[src/rtl/shift_normalizer.sv]
// Multi-cycle normalizer: shifts an operand one bit per cycle toward MSB (left)
// or LSB (right) until that bit is set, reporting the shift count.
module shift_normalizer #(
    parameter int unsigned WIDTH = 16,
    parameter int unsigned CW    = $clog2(WIDTH)
) (
    input  logic             clk,
    input  logic             rst,
    input  logic             in_valid,
    output logic             in_ready,
    input  logic [WIDTH-1:0] a,
    input  logic [3:0]       op,
    output logic             out_valid,
    input  logic             out_ready,
    output logic [WIDTH-1:0] res,
    output logic [CW-1:0]    d,
    output logic             zero
);

    typedef enum logic [1:0] {
        IDLE,
        RUN,
        DONE
    } state_t;

    state_t           state;
    logic [WIDTH-1:0] work;
    logic             mode;
    logic [CW-1:0]    count;
    logic             target;
    logic             unused_op;

    assign unused_op = ^op[3:1];
    assign target    = mode ? work[0] : work[WIDTH-1];
    assign in_ready  = (state == IDLE) && !rst;

    // DONE spends one cycle raising out_valid, then holds until the handshake.
    always_ff @(posedge clk) begin
        if (rst) begin
            state     <= IDLE;
            out_valid <= 1'b0;
            res       <= '0;
            d         <= '0;
            zero      <= 1'b0;
            work      <= '0;
            mode      <= 1'b0;
            count     <= '0;
        end else begin
            case (state)
                IDLE: begin
                    if (in_valid) begin
                        work  <= a;
                        mode  <= op[0];
                        count <= '0;
                        if (a == '0) begin
                            res   <= '0;
                            d     <= '0;
                            zero  <= 1'b1;
                            state <= DONE;
                        end else begin
                            zero  <= 1'b0;
                            state <= RUN;
                        end
                    end
                end
                RUN: begin
                    if (target) begin
                        res   <= work;
                        d     <= count;
                        state <= DONE;
                    end else begin
                        work  <= mode ? (work >> 1) : (work << 1);
                        count <= count + CW'(1);
                    end
                end
                DONE: begin
                    if (!out_valid) begin
                        out_valid <= 1'b1;
                    end else if (out_ready) begin
                        out_valid <= 1'b0;
                        state     <= IDLE;
                    end
                end
                default: state <= IDLE;
            endcase
        end
    end

endmodule

[config.mk]
export PLATFORM = sky130hd
export DESIGN_NAME = shift_normalizer
export DESIGN_NICKNAME = d
export VERILOG_FILES = /design/src/rtl/shift_normalizer.sv
export SDC_FILE = /design/constraint.sdc
export NUM_CORES = 1
export LEC_CHECK = 0
export ABC_AREA = 1
export CAP_MARGIN = 10
export CORE_MARGIN = 2
export CORE_UTILIZATION = 45
export DETAILED_ROUTE_END_ITERATION = 10
export PLACE_DENSITY_LB_ADDON = 0.2
export SLEW_MARGIN = 0
export SYNTH_ARGS = -nofsm -noshare
export SYNTH_HDL_FRONTEND = slang
export SYNTH_SLANG_ARGS = --single-unit
[constraint.sdc]
create_clock -name clk -period 2.7 [get_ports clk]
set_input_delay 0.27 -clock clk [delete_from_list [all_inputs] [get_ports clk]]
set_output_delay 0.27 -clock clk [all_outputs]
set_load 0.005 [all_outputs]
==> impl_metrics.py <==
metrics = {
    "global_routing": {
        "global_route.overflow_total": 0,
        "pin_count_of_the_biggest_net_entering_global_routing": 35,
        "grt_antenna_before_repair": 0,
        "grt_first_pass_wirelength_um": 8470,
        "track_usage_pct": 19.7,
        "via_count_of_the_first_global_routing_pass": 1799,
    },
    "yosys": {
        "postSynthNetCount": 384,
        "netlist_top_cells_count": "sky130_fd_sc_hd__nand2_1, sky130_fd_sc_hd__nor2_1, sky130_fd_sc_hd__dfxtp_1",
        "synth-main-ff-cell": "sky130_fd_sc_hd__dfxtp_1",
        "synth.most_common_cell": "sky130_fd_sc_hd__nand2_1",
        "synth-seq-cells": 45,
        "post_synth_num_cell_types": 22,
        "area_share_of_the_largest_cell_type_after_synthesis_pct": 39.5,
        "netlist_top_cells_area": "sky130_fd_sc_hd__dfxtp_1, sky130_fd_sc_hd__nand2_1, sky130_fd_sc_hd__nor2_1",
        "mappedNetlistArea_um2": 2280,
        "seq_area_frac_synth_pct": 39.5,
        "synth_largest_area_cell": "sky130_fd_sc_hd__dfxtp_1",
        "syn_area_per_cell_um2": 6.35,
        "yosys_warnings": 0,
        "synth_edf_count": 0,
        "synthCells": 359,
        "synth_async_sr_flop_share_pct": 0,
    },
    "power": {
        "irDropWorstVdd_uv": 252,
        "power.internal_mw": 1.15,
        "seqPwrFrac_pct": 46.7,
        "power.share.combinational_pct": 28.4,
        "power.density_nw_per_um2": 604,
        "power_frac_clock_pct": 24.9,
        "psw_mw": 0.557,
        "power.static_leakage_nw": 1.27,
        "switching_part_of_the_total_pct": 32.5,
    },
    "place": {
        "port_buffers": 43,
        "dpl-instance-area_um2": 2750,
        "detailedPlacementHpwl_um": 3560,
        "routabilityCongestion": 0.768,
    },
    "clock_tree": {
        "max-clock-path-buffers": 2,
        "cts_inserted_buffers": 5,
        "post-cts-setup-buffers": 0,
        "cts_repair_resize_count": 0,
        "clk-insertion-delay-late_ns": 0.30,
        "clock_sink_count": 45,
        "cts_tree": "yes",
        "number_of_h_tree_branching_levels": 2,
        "cts.hold.buffers_added": 0,
        "clkSlewWorstSetupHoldPaths_ns": 0.08,
        "clock_root_buffer": "sky130_fd_sc_hd__clkbuf_8",
    },
    "timing": {
        "final_hold_viol_count": 0,
        "final_min_period_over_clock_period_pct": 71.0,
        "fin_max_slew_vios": 0,
        "timing.slew.headroom_pct": 51.9,
        "grt_setup_unrepaired": "false",
        "finalSetupViolations": 0,
        "fmax_mhz": 522,
        "fin_worst_skew_ns": 0.00287,
        "tightest_slew_ns": 0.721,
        "setup_total_negative_slack_ns": 0,
        "period_needed_ns": 1.92,
    },
    "floorplanning": {
        "starting_density_pct": 47.4,
        "coreArea_um2": 4820,
        "die-height_um": 75.2,
        "rows": 25,
        "die_outline_width_um": 75.2,
        "num_io_pins": 47,
        "design.die.area_um2": 5650,
    },
    "layout": {
        "fill_count": 528,
        "finish.net_count": 421,
        "area_delta_synth_final_pct": 24.2,
        "antenna-diode-count": 0,
        "drive_gt1_share_pct": 5.30,
        "final_area_um2": 2830,
    },
    "setup_path": {
        "path_common_cell": "sky130_fd_sc_hd__nand2_1",
        "critPathTopFamily": "simple AND/OR/NAND/NOR gates",
        "worst-path-buf-inv": 2,
        "critPathRequiredTime_ns": 2.90,
        "setup_slack_of_the_worst_register_to_register_path_ns": 0.78,
        "arrival_ns": 2.11,
        "worst-setup-path-type": "reg -> reg",
        "critical_path.cell_chain": "nand2_1, o21ai_2, nand2_1, nand2_2, inv_1, nand2_1, nand2_1, inv_1, nor2_1",
        "critical_path.slowest_cell": "sky130_fd_sc_hd__dfxtp_1",
        "worst_setup_end_kind": "flip-flop",
        "max_stage_delay_ns": 0.65,
        "crit_path_max_fanout": 34,
        "timing.critical_path.from_type": "flip-flop",
    },
    "detailed_routing": {
        "route.vias.total": 2195,
        "drt_first_iter_violations": 154,
        "route.final.wire_length_um": 5040,
        "ant_nets": 0,
        "post-route-drc-count": 0,
        "met3RoutedLength_um": 240,
        "drt-pass1-iter-count": 4,
        "met2_length_um": 2170,
        "wire_per_inst_um": 10.9,
        "post_drt_via_cell_ratio": 4.74,
        "topRoutingLayerUsed": "met4",
        "wl_met1_um": 2570,
    },
    "job": {
        "max_cap_violations": 0,
    },
    "hold_path": {
        "worst_hold_path_type": "reg -> reg",
    },
    "outcome": {
        "outcome": "complete, no violations",
    },
}
-- worst min-delay path, cell delays in order (launching register included) --
cell and delay (ns):
sky130_fd_sc_hd__dfxtp_1 0.33, sky130_fd_sc_hd__inv_1 0.05, sky130_fd_sc_hd__a21oi_1 0.05
-- metrics by stage --
step,worst slack (ns),hold WS (ns),utilization [%],std cells,total power [mW]
floorplan,1.40,0.339,-,359,1.13
global placement,0.699,0.449,57.0,456,1.29
detailed placement,0.682,0.457,57.0,456,1.30
CTS,0.781,0.469,58.8,463,1.72
global route,0.562,0.495,58.8,463,1.83
finish,0.784,0.473,58.8,463,1.71
-- cell families after synthesis --
logic type      share of synthesized area (%)
fa+ha+maj                               0.548
flops                                    39.5
compound gates                           16.0
buf+inv                                  11.1
simple gates                             32.9
-- metal layers --
metal / up-vias / GRT usage (%)
li1: 1190 / -
met1: 951 / 29.0
met2: 49 / 28.6
met3: 5 / 3.61
met4: 0 / 7.41
met5: - / 0
-- final cells by class --
| cell class | count | area [um2] | share of cell area (%) |
|---|---|---|---|
| Timing Repair Buffer | 50 | 483 | 17.0 |
| Tap cell | 67 | 83.8 | 2.96 |
| Sequential cell | 45 | 901 | 31.8 |
| Multi-Input combinational cell | 253 | 1130 | 39.7 |
| Inverter | 41 | 154 | 5.43 |
| Clock buffer | 7 | 86.3 | 3.05 |
-- sequential cells by signal (all words and copies together) (netlist names) --
| name | cells |
|---|---|
| zero | 1 |
| out_valid | 1 |
| work | 16 |
| count | 4 |
| d | 4 |
| state | 2 |
| mode | 1 |
| res | 16 |
-- worst paths after layout --
path | startpoint | to | depth (start not counted)
max | mode | count[2] | 9
min | count[3] | count[3] | 2
max reg2reg | mode | count[2] | 9
min reg2reg | count[3] | count[3] | 2
-- placed cells by master (no fill, tap or decap) --
master | synthesis | final
sky130_fd_sc_hd__nand3_1 | 11 | 11
sky130_fd_sc_hd__o21ai_1 | 1 | 1
sky130_fd_sc_hd__nor2_1 | 69 | 69
sky130_fd_sc_hd__nand2_2 | 1 | 1
sky130_fd_sc_hd__nor2_4 | 3 | 3
sky130_fd_sc_hd__clkdlybuf4s50_1 | 0 | 43
sky130_fd_sc_hd__buf_4 | 2 | 7
sky130_fd_sc_hd__ha_1 | 1 | 1
sky130_fd_sc_hd__a21oi_1 | 27 | 27
sky130_fd_sc_hd__o21ai_2 | 1 | 1
sky130_fd_sc_hd__inv_1 | 39 | 39
sky130_fd_sc_hd__o211ai_1 | 14 | 14
sky130_fd_sc_hd__nand2_1 | 101 | 101
sky130_fd_sc_hd__o21ai_0 | 22 | 22
sky130_fd_sc_hd__clkbuf_1 | 8 | 1
sky130_fd_sc_hd__dfxtp_1 | 45 | 45
sky130_fd_sc_hd__nand2_4 | 1 | 1
sky130_fd_sc_hd__inv_2 | 2 | 2
sky130_fd_sc_hd__nor3_1 | 1 | 1
sky130_fd_sc_hd__clkbuf_8 | 0 | 6
-- power by group through the flow --
stage / combinational, mW / clock [mW] / sequential [mW]
global route: 0.562 / 0.455 / 0.810
finish: 0.486 / 0.426 / 0.800
floorplan: 0.329 / 0 / 0.802
detailed placement: 0.485 / 0 / 0.815
global placement: 0.478 / 0 / 0.812
CTS: 0.487 / 0.434 / 0.800
No activity file was read; power rests on OpenSTA's default activity.
==> RTL edit 1, RTL diff (same settings) <==
Change the parameter `WIDTH` from 16 to 32.
--- a/src/rtl/shift_normalizer.sv
+++ b/src/rtl/shift_normalizer.sv
@@ -3,3 +3,3 @@
 module shift_normalizer #(
-    parameter int unsigned WIDTH = 16,
+    parameter int unsigned WIDTH = 32,
     parameter int unsigned CW    = $clog2(WIDTH)
Interface: changed (resized a, d and res); port bits go from 47 to 80. No check against the original RTL was run, so the function may have changed too.
==> RTL edit 1 against the original RTL <==
Utilization is 1.2 points lower. Fmax is 3.7% lower. Sequential cell count is 34 higher. Hold slack better by 0.011 ns. Critical path type unchanged. First-iteration DRC count is 67% higher. Cell area is 77% higher. Worst setup slack worse by 0.073 ns. Highest routed layer unchanged. Power is 90% higher. Area after synthesis is 78% higher. Wire length is 110% higher.
==> RTL edit 1: results (changes against the original RTL) <==
[detailed_routing] Detailed Routing Iterations Pass 1 5 [was 4]
[clocking] depth of the CTS H-tree 3 [was 2]
[pwr] leakage dissipation 2.17 nW [was 1.27 nW]
[status] status completed [unchanged]
[timing] Worst-Margin Slew 0.963 ns [was 0.721 ns]
[detailed_routing] wire length reported by the detailed router 10.4 mm [was 5.04 mm]
[worst_setup_path] Reg2Reg Setup Slack 0.71 ns [was 0.78 ns]
[pwr] power share of the clock group 30.4% [was 24.9%]
[grt] via count of the first global-routing pass 3672 [was 1799]
[cells_and_area] number of nets in the finished design 754 [was 421]
[grt] global routing met1 resource utilization 32.5% [was 29.0%]
[place] number of buffer cells added on primary ports 76 [was 43]
[clocking] TritonCTS buffer count 9 [was 5]
[yosys] synthesized area per cell 6.18 um2 [was 6.35 um2]
[worst_setup_path] maximum fanout along the worst path 32 [was 34]
[pwr] maximum VDD drop 331 uV [was 252 uV]
[cells_and_area] proportion of layout cells with a drive suffix above 1 5.01% [was 5.30%]
[detailed_routing] Iter 0 DRT Violations 257 [was 154]
[grt] wire length of the first global-routing pass 17.4 mm [was 8.47 mm]
[yosys] leading cell types by total area after synthesis sky130_fd_sc_hd__dfxtp_1, sky130_fd_sc_hd__nand2_1, sky130_fd_sc_hd__nor2_1 [unchanged]
[timing] Clock Skew 0.0119 ns [was 0.00287 ns]
[place] weighted congestion at the end of routability-driven global placement 0.838 [was 0.768]
[timing] Final Cycle Share 73.7% [was 71.0%]
[worst_setup_path] dominant delay contributor by cell family on the critical path flip-flops [was simple AND/OR/NAND/NOR gates]
[place] dpl cells 810 [was 456]
[min_path] Min-Delay Startpoint work[1] [was count[3]]
[detailed_routing] met3 wirelength from detailed routing 647 um [was 240 um]
[cells_and_area] largest registers res (32), work (32) [was res (16), work (16)]
[place] final HPWL from detailed placement 6.99 mm [was 3.56 mm]
[grt] fraction of met2 tracks used by global routing 31.4% [was 28.6%]
[place] Place WS 0.625 ns [was 0.682 ns]
[worst_setup_path] number of cells on the worst reg-to-reg path 6 [was 9]
[timing] post-route worst hold slack 0.484 ns [was 0.473 ns]
RTL edit 1: changes by cell type in the layout (fill, tap and decap cells not counted), moves of 18 or more:
cell,change
sky130_fd_sc_hd__nor2_1,+87
sky130_fd_sc_hd__nand2_1,+84
sky130_fd_sc_hd__dfxtp_1,+34
sky130_fd_sc_hd__clkdlybuf4s50_1,+33
sky130_fd_sc_hd__o21ai_0,+23
sky130_fd_sc_hd__inv_1,+20
sky130_fd_sc_hd__o21ai_1,+18
RTL edit 1: cells by family after synthesis:
kind of cell / Yosys count
and+or+nand+nor: 369
DFF: 79
adders and majority gates: 1
buffers and inverters: 102
AOI/OAI and AO/OA: 107
RTL edit 1: area by class of cell:
type | instances | area, um2
inverters | 64 | 243
repair buffers | 82 | 806
well taps | 108 | 135
clock buffers | 10 | 128
multi-input cells | 477 | 2040
fillers | 868 | 3690
flip-flops and latches | 79 | 1580
clock inverters | 6 | 92.6
==> RTL edit 2, RTL diff (same settings) <==
Without the edit above. Re-encode `state_t` (3 states) as one-hot, 3 bits wide.
--- a/src/rtl/shift_normalizer.sv
+++ b/src/rtl/shift_normalizer.sv
@@ -19,6 +19,6 @@
 
-    typedef enum logic [1:0] {
-        IDLE,
-        RUN,
-        DONE
+    typedef enum logic [2:0] {
+        IDLE = 3'b001,
+        RUN  = 3'b010,
+        DONE = 3'b100
     } state_t;
Check against the original RTL: no difference found for any inputs over 10 cycles, from zero or initial values and one cycle with rst high; not proved beyond that.
==> RTL edit 2 against the original RTL <==
Sequential share of layout area grew 0.16 points. Cell area grew 1.7%. Largest cell class unchanged. Worst setup slack lost 0.12 ns. Via count increased by 3.9%. Synthesized cell count up 1.7%. Critical path depth down 1. Sequential cell count rose by 1. Wire length rose by 5.2%. Area after synthesis increased by 4.1%.
Power is not compared: it rests on default switching activity, and its combinational part moved more than twofold at a synthesized area within 25%.
==> RTL edit 2: results (changes against the original RTL) <==
[detailed_routing] total via count in the routed design 2280 [was 2195]
[status] status completed [unchanged]
[min_path] Hold/Removal Path Class flop to flop [unchanged]
[place] final HPWL from detailed placement 3.64 mm [was 3.56 mm]
[detailed_routing] Detail Route Antenna Nets 0 [unchanged]
[yosys] fraction of the yosys area taken by sequential cells 38.8% [was 39.5%]
[pwr] maximum VDD drop 609 uV
[cells_and_area] number of nets in the finished design 424 [was 421]
[cells_and_area] proportion of layout cells with a drive suffix above 1 6.52% [was 5.30%]
[yosys] leading cell types by total area after synthesis sky130_fd_sc_hd__dfxtp_1, sky130_fd_sc_hd__nand2_1, sky130_fd_sc_hd__nor2_1 [unchanged]
[grt] wire length of the first global-routing pass 9.13 mm [was 8.47 mm]
[place] placed inst area 0.00280 mm2 [was 0.00275 mm2]
[grt] maximum number of pins on one net before global-route repair 36 [was 35]
[yosys] unique cell type count in the Yosys netlist 24 [was 22]
[yosys] Commonest cells post-synth sky130_fd_sc_hd__nand2_1, sky130_fd_sc_hd__nor2_1, sky130_fd_sc_hd__dfxtp_1, sky130_fd_sc_hd__a21oi_1, sky130_fd_sc_hd__nand3_1 [was sky130_fd_sc_hd__nand2_1, sky130_fd_sc_hd__nor2_1, sky130_fd_sc_hd__dfxtp_1, sky130_fd_sc_hd__inv_1, sky130_fd_sc_hd__a21oi_1]
[timing] Clock Skew 0.0110 ns [was 0.00287 ns]
[timing] summed negative setup slack over all endpoints 0 ns [unchanged]
[grt] gr usage total 19.0% [was 19.7%]
[min_path] Hold Path Stages 2 [unchanged]
[detailed_routing] Detailed Routing Iterations Pass 1 4 [unchanged]
[yosys] net count of the mapped netlist 390 [was 384]
[yosys] number of enable flip-flop cells after synthesis 0 [unchanged]
[place] number of buffer cells added on primary ports 43 [unchanged]
[detailed_routing] Iter 0 DRT Violations 175 [was 154]
[grt] via count of the first global-routing pass 2018 [was 1799]
[place] weighted congestion at the end of routability-driven global placement 0.832 [was 0.768]
[detailed_routing] WL/cell 11.3 um [was 10.9 um]
[yosys] Async SR Flop Fraction 0% [unchanged]
[clocking] Resize count post-CTS 0 [unchanged]
[worst_setup_path] maximum fanout along the worst path 32 [was 34]
[timing] Worst-Margin Slew 0.533 ns [was 0.721 ns]
[clocking] insertion delay to the later sink of the worst-skew pair 0.30 ns [about the same]
[worst_setup_path] signal arrival time at the worst endpoint 2.22 ns [was 2.11 ns]
[clocking] depth of the CTS H-tree 2 [unchanged]
[worst_setup_path] number of cells on the worst reg-to-reg path 8 [was 9]
[RTL edit 2: cell count changes after synthesis, moves of 3 or more]
cell and delta:
sky130_fd_sc_hd__inv_1 -25, sky130_fd_sc_hd__nand2_1 +15, sky130_fd_sc_hd__nand3_1 +14, sky130_fd_sc_hd__o211ai_1 -14, sky130_fd_sc_hd__a21oi_1 +10, sky130_fd_sc_hd__nor2_1 -10
sky130_fd_sc_hd__nor3b_1 +8, sky130_fd_sc_hd__clkbuf_1 -4, sky130_fd_sc_hd__buf_4 +3, sky130_fd_sc_hd__nand2_2 +3
[RTL edit 2: kinds of logic after synthesis]
| kind of cell | Yosys count | synth area share (%) |
|---|---|---|
| compound gates | 59 | 12.4 |
| buf+inv | 40 | 8.54 |
| simple gates | 219 | 39.7 |
| flops | 46 | 38.8 |
| fa+ha+maj | 1 | 0.527 |
[RTL edit 2: path summary, 6_finish.rpt]
path              slack [ns]  startpoint   endpoint
setup / recovery        0.66    state[1]    work[6]
hold reg to reg         0.48   out_valid  out_valid
setup reg to reg        0.66    state[1]    work[6]
hold / removal          0.48   out_valid  out_valid
[RTL edit 2: per-stage QoR]
stage,utilization (%),setup WS [ns],hold WS [ns],instances,total power [mW]
floorplan,-,1.43,0.412,365,2.31
global placement,54.9,0.718,0.458,462,2.78
detailed placement,54.9,0.688,0.466,462,2.81
CTS,56.4,0.664,0.487,469,3.22
global route,56.4,0.441,0.507,469,3.51
finish,56.4,0.664,0.481,469,3.20
[RTL edit 2: per-layer routing]
layer	up-vias	share of wire [%]	GRT usage, %
met3	7	5.8	4.03
met1	972	50	25.2
met2	71	43	30.5
li1	1230	-	-
met4	0	1.7	6.73
met5	-	0	0
[RTL edit 2: final cells by class]
class                      count  area [um2]
clock buffer                   5        68.8
clock inverter                 2        10.0
fill                         529        2220
inverter                      18        70.1
multi-input combinational    279        1250
sequential                    46         921
tap                           70        87.6
timing repair buffer          49         475
[RTL edit 2: critical path, stage by stage, from the launching register on]
cell	delay, ns
sky130_fd_sc_hd__dfxtp_1	0.42
sky130_fd_sc_hd__nand3_4	0.33
sky130_fd_sc_hd__inv_2	0.45
sky130_fd_sc_hd__nand2_1	0.12
sky130_fd_sc_hd__inv_1	0.09
sky130_fd_sc_hd__nor2_2	0.08
sky130_fd_sc_hd__buf_4	0.19
sky130_fd_sc_hd__o21ai_0	0.17
sky130_fd_sc_hd__nor2_1	0.07
[RTL edit 2: power by group through the flow]
| stage | combinational (mW) | sequential, mW | clock, mW |
|---|---|---|---|
| 2_1_floorplan | 1.17 | 1.14 | 0 |
| 3_3_place_gp | 1.63 | 1.15 | 0 |
| 3_5_place_dp | 1.65 | 1.16 | 0 |
| 4_1_cts | 1.66 | 1.14 | 0.419 |
| 5_1_grt | 1.88 | 1.19 | 0.447 |
| 6_report | 1.65 | 1.14 | 0.404 |
